## config.mk

```make
export PLATFORM = sky130hd
export DESIGN_NAME = ahb_arbiter_flat
export DESIGN_NICKNAME = d
export VERILOG_FILES = /design/src/rtl/ahb_arbiter_if.sv /design/src/rtl/ahb_arbiter.sv /design/src/flat_wrapper.sv
export SDC_FILE = /design/constraint.sdc
export NUM_CORES = 1
export LEC_CHECK = 0
export ABC_AREA = 1
export BUFFER_PORTS_ARGS = -buffer_cell sky130_fd_sc_hd__buf_2
export CAP_MARGIN = 20
export CORE_MARGIN = 3
export CORE_UTILIZATION = 43
export DETAILED_ROUTE_END_ITERATION = 6
export GPL_TIMING_DRIVEN = 0
export PLACE_DENSITY = 0.83
export SLEW_MARGIN = 30
export SYNTH_ARGS = -nofsm -noshare
export SYNTH_HDL_FRONTEND = slang
export SYNTH_SLANG_ARGS = --single-unit
```

## constraint.sdc

```tcl
create_clock -name clk -period 1.44 [get_ports clk]
set_clock_uncertainty 0.1 [all_clocks]
set_input_delay 0.144 -clock clk [delete_from_list [all_inputs] [get_ports clk]]
set_output_delay 0.144 -clock clk [all_outputs]
set_load 0.02 [all_outputs]
```

## src/rtl/ahb_arbiter_if.sv

```systemverilog
// Bus-control signals exchanged between the two-master AHB arbiter and the
// CPU master wrapper, address/data muxes and slaves.
interface ahb_arbiter_if;
  // Request/grant handshake: a master holds HBUSREQ_Mx high until it sees
  // HGRANT_Mx; grants, HMASTER and HMASTLOCK only ever change on an
  // HREADY=1 edge, so HREADY acts as the transfer-advance qualifier.
  logic       HBUSREQ_M1;
  logic       HBUSREQ_M2;
  logic       HLOCK_M1;
  logic       HLOCK_M2;
  logic       HREADY;
  logic       HGRANT_M1;
  logic       HGRANT_M2;
  logic [3:0] HMASTER;
  logic       HMASTLOCK;

  // master: the arbiter itself; slave: the wrapper/mux side
  modport master (
    input  HBUSREQ_M1, HBUSREQ_M2, HLOCK_M1, HLOCK_M2, HREADY,
    output HGRANT_M1, HGRANT_M2, HMASTER, HMASTLOCK
  );
  modport slave (
    output HBUSREQ_M1, HBUSREQ_M2, HLOCK_M1, HLOCK_M2, HREADY,
    input  HGRANT_M1, HGRANT_M2, HMASTER, HMASTLOCK
  );
endinterface

```

## src/rtl/ahb_arbiter.sv

```systemverilog
// Two-master AHB arbiter: fixed-priority or round-robin, locked transfers,
// and a hold-limit counter so neither master starves the other.
module ahb_arbiter #(
  parameter bit RR_MODE  = 1'b0,
  parameter int MAX_HOLD = 4,
  localparam int HW      = $clog2(MAX_HOLD + 1)
) (
  input  logic          clk,
  input  logic          rst,
  ahb_arbiter_if.master bus,
  output logic [1:0]    dbg_state_o,
  output logic [HW-1:0] dbg_hold_cnt_o
);

  // Encoding doubles as the HMASTER id of the owner
  typedef enum logic [1:0] {
    ST_NONE   = 2'd0,
    ST_OWN_M1 = 2'd1,
    ST_OWN_M2 = 2'd2
  } state_e;

  state_e        state_q, state_d;
  logic [HW-1:0] hold_cnt_q, hold_cnt_d;
  logic          last_grant_q, last_grant_d;  // 1 = M2 was granted last
  logic [3:0]    hmaster_q, hmaster_d;
  logic          hmastlock_q, hmastlock_d;

  logic owner_req, owner_hlock, other_req, hold_full;
  state_e other_owner;

  always_ff @(posedge clk or posedge rst) begin
    if (rst) begin
      state_q      <= ST_NONE;
      hold_cnt_q   <= '0;
      last_grant_q <= 1'b1;
      hmaster_q    <= 4'd0;
      hmastlock_q  <= 1'b0;
    end else begin
      state_q      <= state_d;
      hold_cnt_q   <= hold_cnt_d;
      last_grant_q <= last_grant_d;
      hmaster_q    <= hmaster_d;
      hmastlock_q  <= hmastlock_d;
    end
  end

  always_comb begin
    owner_req   = 1'b0;
    owner_hlock = 1'b0;
    other_req   = 1'b0;
    other_owner = ST_OWN_M1;
    case (state_q)
      ST_OWN_M1: begin
        owner_req   = bus.HBUSREQ_M1;
        owner_hlock = bus.HLOCK_M1;
        other_req   = bus.HBUSREQ_M2;
        other_owner = ST_OWN_M2;
      end
      ST_OWN_M2: begin
        owner_req   = bus.HBUSREQ_M2;
        owner_hlock = bus.HLOCK_M2;
        other_req   = bus.HBUSREQ_M1;
        other_owner = ST_OWN_M1;
      end
      default: ;
    endcase
    hold_full = (hold_cnt_q == HW'(MAX_HOLD));
  end

  always_comb begin
    state_d      = state_q;
    hold_cnt_d   = hold_cnt_q;
    last_grant_d = last_grant_q;
    hmaster_d    = hmaster_q;
    hmastlock_d  = hmastlock_q;
    if (bus.HREADY) begin
      if (owner_req && owner_hlock) begin
        state_d = state_q;
      end else if (!bus.HBUSREQ_M1 && !bus.HBUSREQ_M2) begin
        state_d = ST_NONE;
      end else if (bus.HBUSREQ_M1 != bus.HBUSREQ_M2) begin
        state_d = bus.HBUSREQ_M1 ? ST_OWN_M1 : ST_OWN_M2;
      end else if (state_q == ST_NONE) begin
        state_d = (RR_MODE && !last_grant_q) ? ST_OWN_M2 : ST_OWN_M1;
      end else if (RR_MODE) begin
        state_d = hold_full ? other_owner : state_q;
      end else if (state_q == ST_OWN_M1) begin
        state_d = hold_full ? ST_OWN_M2 : ST_OWN_M1;
      end else begin
        state_d = ST_OWN_M1;
      end

      if (state_d != state_q) begin
        hold_cnt_d = '0;
      end else if (!other_req) begin
        hold_cnt_d = '0;
      end else if (!hold_full) begin
        hold_cnt_d = hold_cnt_q + 1'b1;
      end

      if (state_d != state_q && state_d != ST_NONE) begin
        last_grant_d = (state_d == ST_OWN_M2);
      end

      // Address-phase owner is whoever held the grant before this edge
      hmaster_d   = {2'b00, state_q};
      hmastlock_d = (state_q != ST_NONE) && owner_hlock;
    end
  end

  assign bus.HGRANT_M1  = (state_q == ST_OWN_M1);
  assign bus.HGRANT_M2  = (state_q == ST_OWN_M2);
  assign bus.HMASTER    = hmaster_q;
  assign bus.HMASTLOCK  = hmastlock_q;
  assign dbg_state_o    = state_q;
  assign dbg_hold_cnt_o = hold_cnt_q;

endmodule

```

## src/flat_wrapper.sv

```systemverilog
// flat-port wrapper written by rule: the top's interface ports become plain ports
module ahb_arbiter_flat 
#(
  parameter bit RR_MODE  = 1'b0,
  parameter int MAX_HOLD = 4,
  localparam int HW      = $clog2(MAX_HOLD + 1)
)
  (clk, rst, dbg_state_o, dbg_hold_cnt_o, bus_HBUSREQ_M1, bus_HBUSREQ_M2, bus_HLOCK_M1, bus_HLOCK_M2, bus_HREADY, bus_HGRANT_M1, bus_HGRANT_M2, bus_HMASTER, bus_HMASTLOCK);
  ahb_arbiter_if bus_i ();
  input  logic clk;
  input  logic rst;
  output logic [1:0] dbg_state_o;
  output logic [HW-1:0] dbg_hold_cnt_o;
  input wire logic [$bits(bus_i.HBUSREQ_M1)-1:0] bus_HBUSREQ_M1;
  input wire logic [$bits(bus_i.HBUSREQ_M2)-1:0] bus_HBUSREQ_M2;
  input wire logic [$bits(bus_i.HLOCK_M1)-1:0] bus_HLOCK_M1;
  input wire logic [$bits(bus_i.HLOCK_M2)-1:0] bus_HLOCK_M2;
  input wire logic [$bits(bus_i.HREADY)-1:0] bus_HREADY;
  output wire logic [$bits(bus_i.HGRANT_M1)-1:0] bus_HGRANT_M1;
  output wire logic [$bits(bus_i.HGRANT_M2)-1:0] bus_HGRANT_M2;
  output wire logic [$bits(bus_i.HMASTER)-1:0] bus_HMASTER;
  output wire logic [$bits(bus_i.HMASTLOCK)-1:0] bus_HMASTLOCK;
  assign bus_i.HBUSREQ_M1 = bus_HBUSREQ_M1;
  assign bus_i.HBUSREQ_M2 = bus_HBUSREQ_M2;
  assign bus_i.HLOCK_M1 = bus_HLOCK_M1;
  assign bus_i.HLOCK_M2 = bus_HLOCK_M2;
  assign bus_i.HREADY = bus_HREADY;
  assign bus_HGRANT_M1 = bus_i.HGRANT_M1;
  assign bus_HGRANT_M2 = bus_i.HGRANT_M2;
  assign bus_HMASTER = bus_i.HMASTER;
  assign bus_HMASTLOCK = bus_i.HMASTLOCK;
  ahb_arbiter #(.RR_MODE(RR_MODE), .MAX_HOLD(MAX_HOLD)) u_core (.clk(clk), .rst(rst), .bus(bus_i), .dbg_state_o(dbg_state_o), .dbg_hold_cnt_o(dbg_hold_cnt_o));
endmodule
```

==> summary.md <==
| Metric | Value |
|---|---|
| Layout cells sized above 1 | 48.6% |
| YS warnings | 0 |
| Initial Utilization | 49.9% |
| Crit path max fanout | 4 |
| TritonCTS clock tree | yes |
| Post-Synth XOR/XNOR Area | 1.46% |
| Detailed-route via count | 596 |
| Cells after Synth | 80 |
| Pre-CTS WS | -0.209 ns |
| FF-to-FF path depth | 11 |
| Max IR drop VDD | 0.000734 V |
| Tot Pwr | 0.701 mW |
| Leakage dissipation | 0.439 nW |
| CTS root buf | clkbuf_4 |
| Post-route ant nets | 0 |
| Crit path DAT | 1.66 ns |
| Synthesized area per cell | 7.49 sq um |
| Most frequent cells in the layout | nand2_1 (17), buf_2 (16), nand2_2 (8), buf_4 (8), inv_1 (7) |
| IO Count | 19 |
| Sw Pwr | 0.245 mW |
| CP Capture Point | u_core.dbg_hold_cnt_o[0] |
| Hpwl dp | 991 um |
| Largest family of logic cells by synthesized area | simple AND/OR/NAND/NOR gates |
| Cell variety after synth | 20 |
| Max cap viols | 0 |
| Sw frac | 35.0% |
| Adder-cell area share of the yosys netlist | 10.4% |
| Area leader, netlist | dfrtp_1 |
| Multiplexer share of the synthesized area | 0% |
| DR WL met2 | 633 um |
| Drt wl/cell | 10.8 um |
| Clk pin slew, worst setup/hold paths | 0.05 ns |
| Clock share of power | 22.4% |
| Yosys reg bits | 8 |
| Kind of critical path | reg -> reg |
| Vias in the first global route | 533 |
| CP max-delay cell | dfrtp_2 |
| Die Area | 0.00188 sq mm |
| GR Overflow Total | 0 |
| Required @ worst endpoint | 1.47 ns |
| Port bufs | 16 |
| Total CTS buffers | 3 |
| DR vias/cell | 4.93 |
| Synth top area cells | dfrtp_1 (33%), nand2_1 (14%), ha_1 (10%) |
| Critical path endpoint category | flop |
| Max incr delay on CP | 0.44 ns |
| Post-synthesis compound-gate area fraction | 9.39% |
| Hold Vio Cnt, Final | 0 |
| Worst reg2reg endpoint | u_core.dbg_hold_cnt_o[0] |
| Fmax | 613 MHz |
| Status | finished, violations left |
| Final-stage net count | 121 |
| Initial antenna violation count | 0 |
| Initial DRC Count | 2 |
| Seq/Total Area, Yosys | 33.4% |
| Fin crit period | 1.63 ns |
| DRC violations left | 0 |
| Simple-gate share of the synthesized area | 34.7% |
| CTS sink cnt | 8 |
| GRT Total Usage | 14.9% |
| Final setup vio count | 5 |
| Failing checks | negative setup slack |
| Period utilisation layout | 113% |
| Reg power frac | 37.5% |
| Final WS setup | -0.191 ns |
| Reg-to-reg startpoint | u_core.dbg_state_o[1] |
| GP Congestion | 0.767 |
| Pint | 0.456 mW |
| Worst Hold Slack | 0.0777 ns |
| Met1 wire length | 600 um |
| Core area | 0.00120 sq mm |
| Rows | 12 |
| Highest metal used | met4 |
| Largest net degree at the start of global routing | 9 |
| H-tree depth | 1 |
| Max Root-Sink Buffers | 2 |
| Width of the die | 43.3 um |
| Setup crit start kind | flop |
| Top cell type's share of synthesized area | 33.4% |
| Slew Limit Fails | 0 |
| Most common cell after layout, fill and taps aside | nand2_1 |
| Area delta synth->final | 42.2% |
| Worst setup startpoint | u_core.dbg_state_o[1] |
| Diode count | 0 |
| Drt first pass iters | 3 |
| Comb power frac | 40.1% |
| Worst skew pair latency | 0.24 ns |
| Hold WC Path Type | in -> reg |
| Worst-path cell chain | inv_4, ha_4, inv_4, nor2_4, nand2_2, o21ai_2, nand3_2, nand4_1, nand2_2, nand2_1, nand2_1 |
| Power Dens Cells | 823 mW/mm^2 |
| R2R Setup Slk | -0.19 ns |
| Mapped Area | 599 sq um |
| Final wirelength | 1300 um |
| First-pass GRT wire length | 2160 um |
| Met3 wire len | 50 um |
| Unrepaired setup endpoints after global routing | yes |
| Die H | 43.3 um |
layout make-up:
cell class                 count  area [sq um]
buffer                         2          15.0
clock buffer                   3          22.5
fill                         101           349
inverter                      12          52.6
multi-input combinational     59           407
sequential                     8           203
tap                           14          17.5
timing repair buffer          23           135
metrics by stage:
stage	setup TNS [ns]	cells	cell area [sq um]	util [%]
floorplan	-0.667	81	648	-
global placement	-0.611	111	746	62.1
detailed placement	-0.800	111	746	62.1
CTS	-0.597	121	840	69.9
global route	-1.27	121	852	70.9
finish	-0.627	121	852	70.9
worst max-delay path, delay by kind of cell, from the launching register on:
family                   cells  cell delay [ns]
AO/OA/AOI/OAI                1             0.15
adder cells (fa/ha/maj)      1             0.16
buffers and inverters        2             0.14
flip-flops                   1             0.44
AND/OR/NAND/NOR              7             0.54
synth_stat cells, drive strengths merged:
master	instances
nor2	8
inv	12
xnor2	1
ha	5
nand3	3
a32o	1
nand2	25
buf	2
o21ai	8
o22ai	1
nand4	5
conb	1
dfrtp	8
power by group through the flow:
stage | Clock [mW] | Combinational (mW) | Sequential [mW]
global route | 0.174 | 0.306 | 0.266
CTS | 0.162 | 0.270 | 0.263
detailed placement | 0 | 0.234 | 0.269
global placement | 0 | 0.227 | 0.268
floorplan | 0 | 0.154 | 0.290
finish | 0.157 | 0.281 | 0.263
sequential cells by signal, indices dropped and copies added, names as in the netlist:
signal,cells
u_core.dbg_state_o,2
u_core.dbg_hold_cnt_o,3
u_core.bus.HMASTER,2
u_core.bus.HMASTLOCK,1
worst min path at each step:
stage                                           to        from  cells past startpoint
final                        u_core.dbg_state_o[0]  bus_HREADY                      2
after global routing         u_core.dbg_state_o[0]  bus_HREADY                      2
after CTS                    u_core.dbg_state_o[0]  bus_HREADY                      2
after detailed placement  u_core.dbg_hold_cnt_o[0]         rst                      2
after global placement       u_core.bus.HMASTER[0]         rst                      2
after floorplan              u_core.bus.HMASTER[0]         rst                      1
kinds of logic after synthesis:
| family | count (synthesis) |
|---|---|
| simple gates | 41 |
| fa+ha+maj | 5 |
| other cells | 1 |
| buf+inv | 14 |
| compound gates | 10 |
| xor+xnor | 1 |
| flops | 8 |
layer usage:
| metal | GRT usage (%) | up-vias |
|---|---|---|
| met4 | 8.43 | 0 |
| li1 | - | 308 |
| met3 | 3.32 | 4 |
| met2 | 24.5 | 11 |
| met5 | 0 | - |
| met1 | 17.9 | 273 |
repair_timing:
| action | CTS | global route |
|---|---|---|
| hold buffers | 1 | 0 |
| resized for setup | 6 | 4 |
| hold endpoints to repair | 8 | 0 |
| setup buffers | 6 | 0 |
| pin swaps | 3 | 3 |
| setup endpoints to repair | 5 | 5 |
No activity file was read; power rests on OpenSTA's default activity.
